===== src/rtl/decode_stage.sv =====
// MIPS decode stage: a two-entry (output + skid) elastic buffer holding raw instruction words.
// The decoded fields are derived from the held output word and read as zero when nothing is held.
module decode_stage #(
    parameter logic [31:0] PC_BASE_ADDR = 32'h80020000
) (
    input  logic        clock,
    input  logic        reset,
    input  logic        flush,
    input  logic        in_valid,
    output logic        in_ready,
    input  logic [31:0] in_pc,
    input  logic [31:0] in_instr,
    output logic        out_valid,
    input  logic        out_ready,
    output logic [31:0] out_pc,
    output logic [5:0]  out_opcode,
    output logic [5:0]  out_funct,
    output logic [4:0]  out_rs,
    output logic [4:0]  out_rt,
    output logic [4:0]  out_rd,
    output logic [4:0]  out_shamt,
    output logic [31:0] out_imm,
    output logic [25:0] out_target,
    output logic [1:0]  out_type,
    output logic [4:0]  out_dest,
    output logic        out_reg_write,
    output logic        out_illegal,
    output logic [31:0] decoded_count
);

    logic        out_valid_q, out_valid_d;
    logic [31:0] out_pc_q, out_pc_d;
    logic [31:0] out_instr_q, out_instr_d;
    logic        skid_valid_q, skid_valid_d;
    logic [31:0] skid_pc_q, skid_pc_d;
    logic [31:0] skid_instr_q, skid_instr_d;
    logic        in_ready_q, in_ready_d;
    logic [31:0] count_q, count_d;
    logic        in_hs_s, out_hs_s;

    function automatic logic is_supported_i(input logic [5:0] op);
        case (op)
            6'h04, 6'h05, 6'h08, 6'h09, 6'h0A, 6'h0B, 6'h0C, 6'h0D,
            6'h0E, 6'h0F, 6'h20, 6'h23, 6'h24, 6'h28, 6'h2B: is_supported_i = 1'b1;
            default:                                         is_supported_i = 1'b0;
        endcase
    endfunction

    assign in_hs_s  = in_valid & in_ready_q;
    assign out_hs_s = out_valid_q & out_ready;

    // Next-state for the output/skid buffer, ready flag and delivery counter.
    always_comb begin
        out_valid_d  = out_valid_q;
        out_pc_d     = out_pc_q;
        out_instr_d  = out_instr_q;
        skid_valid_d = skid_valid_q;
        skid_pc_d    = skid_pc_q;
        skid_instr_d = skid_instr_q;
        count_d      = out_hs_s ? count_q + 32'd1 : count_q;
        if (flush) begin
            out_valid_d  = 1'b0;
            skid_valid_d = 1'b0;
        end else if (skid_valid_q) begin
            // in_ready is low whenever the skid is full, so no input can arrive here
            if (out_hs_s) begin
                out_pc_d     = skid_pc_q;
                out_instr_d  = skid_instr_q;
                skid_valid_d = 1'b0;
            end else begin
                out_valid_d = 1'b1;
            end
        end else if (in_hs_s) begin
            if (!out_valid_q || out_hs_s) begin
                out_valid_d = 1'b1;
                out_pc_d    = in_pc;
                out_instr_d = in_instr;
            end else begin
                skid_valid_d = 1'b1;
                skid_pc_d    = in_pc;
                skid_instr_d = in_instr;
            end
        end else if (out_hs_s) begin
            out_valid_d = 1'b0;
        end else begin
            out_valid_d = out_valid_q;
        end
        in_ready_d = ~skid_valid_d;
    end

    // State registers; asynchronous active-low reset.
    always_ff @(posedge clock or negedge reset) begin
        if (!reset) begin
            out_valid_q  <= 1'b0;
            out_pc_q     <= 32'd0;
            out_instr_q  <= 32'd0;
            skid_valid_q <= 1'b0;
            skid_pc_q    <= 32'd0;
            skid_instr_q <= 32'd0;
            in_ready_q   <= 1'b0;
            count_q      <= 32'd0;
        end else begin
            out_valid_q  <= out_valid_d;
            out_pc_q     <= out_pc_d;
            out_instr_q  <= out_instr_d;
            skid_valid_q <= skid_valid_d;
            skid_pc_q    <= skid_pc_d;
            skid_instr_q <= skid_instr_d;
            in_ready_q   <= in_ready_d;
            count_q      <= count_d;
        end
    end

    assign in_ready      = in_ready_q;
    assign out_valid     = out_valid_q;
    assign decoded_count = count_q;

    // Field decode of the held word; everything idles at zero (PC at base) when empty.
    always_comb begin
        out_pc        = PC_BASE_ADDR;
        out_opcode    = 6'd0;
        out_funct     = 6'd0;
        out_rs        = 5'd0;
        out_rt        = 5'd0;
        out_rd        = 5'd0;
        out_shamt     = 5'd0;
        out_imm       = 32'd0;
        out_target    = 26'd0;
        out_type      = 2'b00;
        out_dest      = 5'd0;
        out_reg_write = 1'b0;
        out_illegal   = 1'b0;
        if (out_valid_q) begin
            out_pc     = out_pc_q;
            out_opcode = out_instr_q[31:26];
            out_funct  = out_instr_q[5:0];
            out_rs     = out_instr_q[25:21];
            out_rt     = out_instr_q[20:16];
            out_rd     = out_instr_q[15:11];
            out_shamt  = out_instr_q[10:6];
            out_target = out_instr_q[25:0];
            if (out_instr_q[31:26] == 6'h00) begin
                out_type = 2'b00;
            end else if (out_instr_q[31:26] == 6'h02 || out_instr_q[31:26] == 6'h03) begin
                out_type = 2'b10;
            end else begin
                out_type    = 2'b01;
                out_illegal = ~is_supported_i(out_instr_q[31:26]);
            end
            case (out_instr_q[31:26])
                6'h0C, 6'h0D, 6'h0E: out_imm = {16'd0, out_instr_q[15:0]};
                6'h0F:               out_imm = {out_instr_q[15:0], 16'h0000};
                default:             out_imm = {{16{out_instr_q[15]}}, out_instr_q[15:0]};
            endcase
            // Unsupported opcodes fall to the default and never write a register
            case (out_instr_q[31:26])
                6'h00: begin
                    out_dest      = out_instr_q[15:11];
                    out_reg_write = 1'b1;
                end
                6'h03: begin
                    out_dest      = 5'd31;
                    out_reg_write = 1'b1;
                end
                6'h08, 6'h09, 6'h0A, 6'h0B, 6'h0C, 6'h0D, 6'h0E, 6'h0F,
                6'h20, 6'h23, 6'h24: begin
                    out_dest      = out_instr_q[20:16];
                    out_reg_write = 1'b1;
                end
                default: begin
                    out_dest      = 5'd0;
                    out_reg_write = 1'b0;
                end
            endcase
        end else begin
            out_pc = PC_BASE_ADDR;
        end
    end

endmodule


===== config.mk =====
export PLATFORM = sky130hd
export DESIGN_NAME = decode_stage
export DESIGN_NICKNAME = d
export VERILOG_FILES = /design/src/rtl/decode_stage.sv
export SDC_FILE = /design/constraint.sdc
export NUM_CORES = 1
export LEC_CHECK = 0
export CAP_MARGIN = 20
export CORE_ASPECT_RATIO = 1.1
export CORE_MARGIN = 2
export CORE_UTILIZATION = 45
export CTS_BUF_LIST = sky130_fd_sc_hd__clkbuf_4 sky130_fd_sc_hd__clkbuf_8
export DETAILED_ROUTE_END_ITERATION = 8
export GPL_TIMING_DRIVEN = 1
export HOLD_SLACK_MARGIN = 0.15
export PLACE_DENSITY = 0.79
export SLEW_MARGIN = 10
export SYNTH_ARGS = -nofsm -noshare
export SYNTH_HDL_FRONTEND = slang
export SYNTH_SLANG_ARGS = --single-unit

===== constraint.sdc =====
create_clock -name clock -period 1.75 [get_ports clock]
set_input_delay 0.35 -clock clock [delete_from_list [all_inputs] [get_ports clock]]
set_output_delay 0.35 -clock clock [all_outputs]
set_load 0.005 [all_outputs]

==> metrics.md <==
| Metric | Value |
|---|---|
| Final worst-path cycle share | 152% |
| Max cap viols | 0 |
| Post-synth ARST share | 100% |
| CORE AREA | 17600 sq um |
| Top-level I/O count | 234 |
| Crit path capture type | output port |
| Clk slew on worst S/H paths | 0.09 ns |
| Worst-case clock buffer depth | 2 |
| Antenna Violating Nets Remaining | 0 |
| Setup ws final | -0.917 ns |
| Hpwl dp | 14.8 mm |
| Worst Skew | 0.0260 ns |
| Critical path class | reg -> out |
| Slew Viols, Final | 0 |
| Post-synthesis sequential area ratio | 50.6% |
| DIE AREA | 19000 sq um |
| Synth Net Count | 819 |
| Drt first pass iters | 8 |
| Post-Syn Area | 8070 sq um |
| Failing checks | setup timing |
| Drt drc | 0 |
| Final-layout fill cell count | 860 |
| Post-synth EDFFs | 0 |
| Port Buf Inserts | 233 |
| GRT Total Usage | 26.8% |
| Worst slew pin tran | 0.461 ns |
| CP required | 1.40 ns |
| Drt wl/cell | 22.9 um |
| CTS tree | done |
| Hold violation count in the final report | 0 |
| Root Driver | clkbuf_8 |
| Post-Layout Cell Count | 1386 |
| CTS Buf Count | 17 |
| Slew margin rel. | 69.3% |
| Grt ovf | 0 |
| Vias/cell | 5.52 |
| Grt met2 use | 48.7% |
| Max Fanout on Critical Path | 4 |
| Gate Count Post-Synth | 745 |
| Top cell type's share of synthesized area | 50.6% |
| Site Rows | 51 |
| First-pass GRT wire length | 39.6 mm |
| Largest net degree at the start of global routing | 53 |
| Share of total power in the clock network | 20.2% |
| Setup-failing EPs final | 284 |
| Die Y-Extent | 144 um |
| F_max | 0.375 GHz |
| Comb pwr share | 38.5% |
| Synth unique cells | 45 |
| Hold slack | 0.380 ns |
| Vias in the first global route | 7376 |
| Drt total wl | 31.8 mm |
| PwrDens | 891 nW/um^2 |
| Net count, final | 1209 |
| Initial Utilization | 45.8% |
| Die width | 132 um |
| Clock latency on the worst-skew pair | 0.47 ns |
| LEAKAGE | 6.44 nW |
| Main synth FF type | dfrtp_1 |
| Fraction of final layout cells sized beyond drive strength 1 | 62.7% |
| Status | complete, but fails checks |
| Synthesized flop and latch total | 163 |
| Area delta synth->final | 80.7% |
| RSZ-0062 raised after global routing | true |
| Most Crowded Layer GR | met2 |
| Yosys Warn Count | 0 |
| Ranking of synthesized cells by area | dfrtp_1, mux2_2, mux2i_1 |
| Tightest Hold Check Type | in -> async |
| Worst IR Drop VDD | 0.000610 V |
| Met3 Use GR | 5.78% |
| DR iter-0 viols | 410 |
| Critical path data arrival time | 2.32 ns |
| Vias | 7651 |
| Synthesized area per cell | 10.8 sq um |
| GR Util met1 | 30.2% |
| Clock sink total | 163 |
| Dpl cells | 1212 |
| Final min period | 2.67 ns |
| Internal power | 8.70 mW |
| Initial antenna violation count | 1 |
| Seq pwr share | 41.3% |
| H-tree levels | 4 |
| Final Wtd Congestion | 0.825 |
| Startpoint Class | flip-flop |
| Sw Ratio | 33.0% |
| Psw | 4.28 mW |
| Synth area leader | dfrtp_1 |
-- critical path: stages, from the launching register on --
cell and delay (ns):
dfrtp_1 0.41, buf_6 0.15, inv_6 0.07, ha_4 0.17
buf_6 0.11, nor4_4 0.03, nand3b_1 0.25, a21oi_4 0.26
buf_6 0.16, o2bb2ai_2 0.11, buf_2 0.15
-- cell usage in the layout (no fill, tap or decap), types with 4 or more instances in the layout --
cell | synthesis | final
a21oi_2 | 1 | 77
a21oi_4 | 0 | 5
and2_4 | 0 | 72
and3_1 | 4 | 4
buf_12 | 0 | 28
buf_16 | 0 | 6
buf_2 | 18 | 31
buf_4 | 37 | 97
buf_6 | 0 | 157
buf_8 | 0 | 10
clkbuf_16 | 0 | 10
clkbuf_4 | 0 | 4
clkbuf_8 | 0 | 20
clkdlybuf4s50_1 | 0 | 87
clkinv_4 | 0 | 4
dfrtp_1 | 163 | 150
dfrtp_2 | 0 | 12
dlymetal6s2s_1 | 0 | 12
inv_1 | 7 | 4
mux2_2 | 65 | 27
mux2_4 | 0 | 38
mux2i_1 | 64 | 64
nand2_1 | 27 | 20
nand2_2 | 0 | 4
nand3_2 | 0 | 5
nand3_4 | 0 | 6
nand4_1 | 9 | 9
nor2_1 | 80 | 26
nor2_2 | 0 | 9
nor2_4 | 0 | 45
nor4_4 | 2 | 5
o2bb2ai_2 | 0 | 5
xnor2_1 | 27 | 24
-- cells in the mapped netlist (all sizes together) (3+ instances only) --
library cell,number
a21oi,85
and2,75
and3,5
and4,4
buf,56
clkbuf,15
dfrtp,163
ha,5
inv,8
mux2,65
mux2i,64
nand2,27
nand2b,4
nand3,13
nand4,11
nor2,80
nor2b,3
nor3,5
nor4,5
o2bb2ai,5
xnor2,27
xor2,4
-- area by class of cell --
class | instances | area, sq um | area share (%)
tap | 238 | 298 | 2.04
timing repair buffer | 442 | 4830 | 33.1
clock inverter | 7 | 52.6 | 0.361
inverter | 8 | 45.0 | 0.309
multi-input combinational | 503 | 4940 | 33.9
sequential | 163 | 4100 | 28.1
antenna | 1 | 2.50 | 0.0172
clock buffer | 24 | 305 | 2.09
-- logic make-up after synthesis --
logic type      synth area share, %
compound gates                 6.93
xor+xnor                       3.37
buf+inv                        5.68
fa+ha+maj                     0.776
flops                          50.6
mux                            17.0
simple gates                   15.7
-- registers in the layout, indices dropped and copies added (netlist names) --
| register | cells |
|---|---|
| skid_valid_q | 1 |
| skid_pc_q | 32 |
| skid_instr_q | 32 |
| out_pc_q | 32 |
| in_ready | 1 |
| out_valid | 1 |
| out_instr_q | 32 |
| decoded_count | 32 |
-- power by group through the flow --
stage,Clock (mW),Sequential [mW],Combinational (mW)
after global placement,0,5.14,3.00
after CTS,2.57,5.16,3.94
final,2.62,5.37,5.00
after floorplan,0,5.01,1.64
after detailed placement,0,5.19,3.07
after global routing,2.80,5.42,5.25
-- path summary, 6_finish.rpt --
check                                  start                end  slack [ns]  cells after the start
min reg2reg                decoded_count[31]  decoded_count[31]        0.50                      1
min in group clock         decoded_count[31]  decoded_count[31]        0.50                      1
max                          out_instr_q[27]        out_dest[1]       -0.92                     10
min                                    reset       out_pc_q[13]        0.38                      2
max reg2reg                        out_valid    out_instr_q[20]       -0.45                     12
max in group asynchronous              reset   decoded_count[6]        0.73                      3
-- repair_timing --
item                                   in CTS  in global routing
pin swaps                                  20                 37
cloned                                     18                 12
setup buffers                              58                 74
hold buffers                                1                  0
endpoints found under the hold margin      40                  0
setup endpoints to repair                 282                319
gates resized for setup                   794                329
-- per-stage QoR --
stage / worst slack, ns / power (mW) / area, sq um / TNS (ns) / util (%)
3_5_place_dp: -0.635 / 8.26 / 11100 / -68.19 / 62.8
4_1_cts: -0.775 / 11.7 / 12900 / -92.52 / 73.1
6_report: -0.917 / 13.0 / 14600 / -83.55 / 82.7
3_3_place_gp: -0.567 / 8.14 / 11100 / -64.11 / 62.8
5_1_grt: -0.986 / 13.5 / 14600 / -104.80 / 82.7
2_1_floorplan: -0.0193 / 6.65 / 8210 / -0.336 / -
-- routing by layer --
metal  wire length, um  share of wire (%)
met1             11600                 37
met3              1670                5.3
met4              1440                4.5
met5                 0                  0
met2             17000                 54
(Power assumes the default switching activity.)
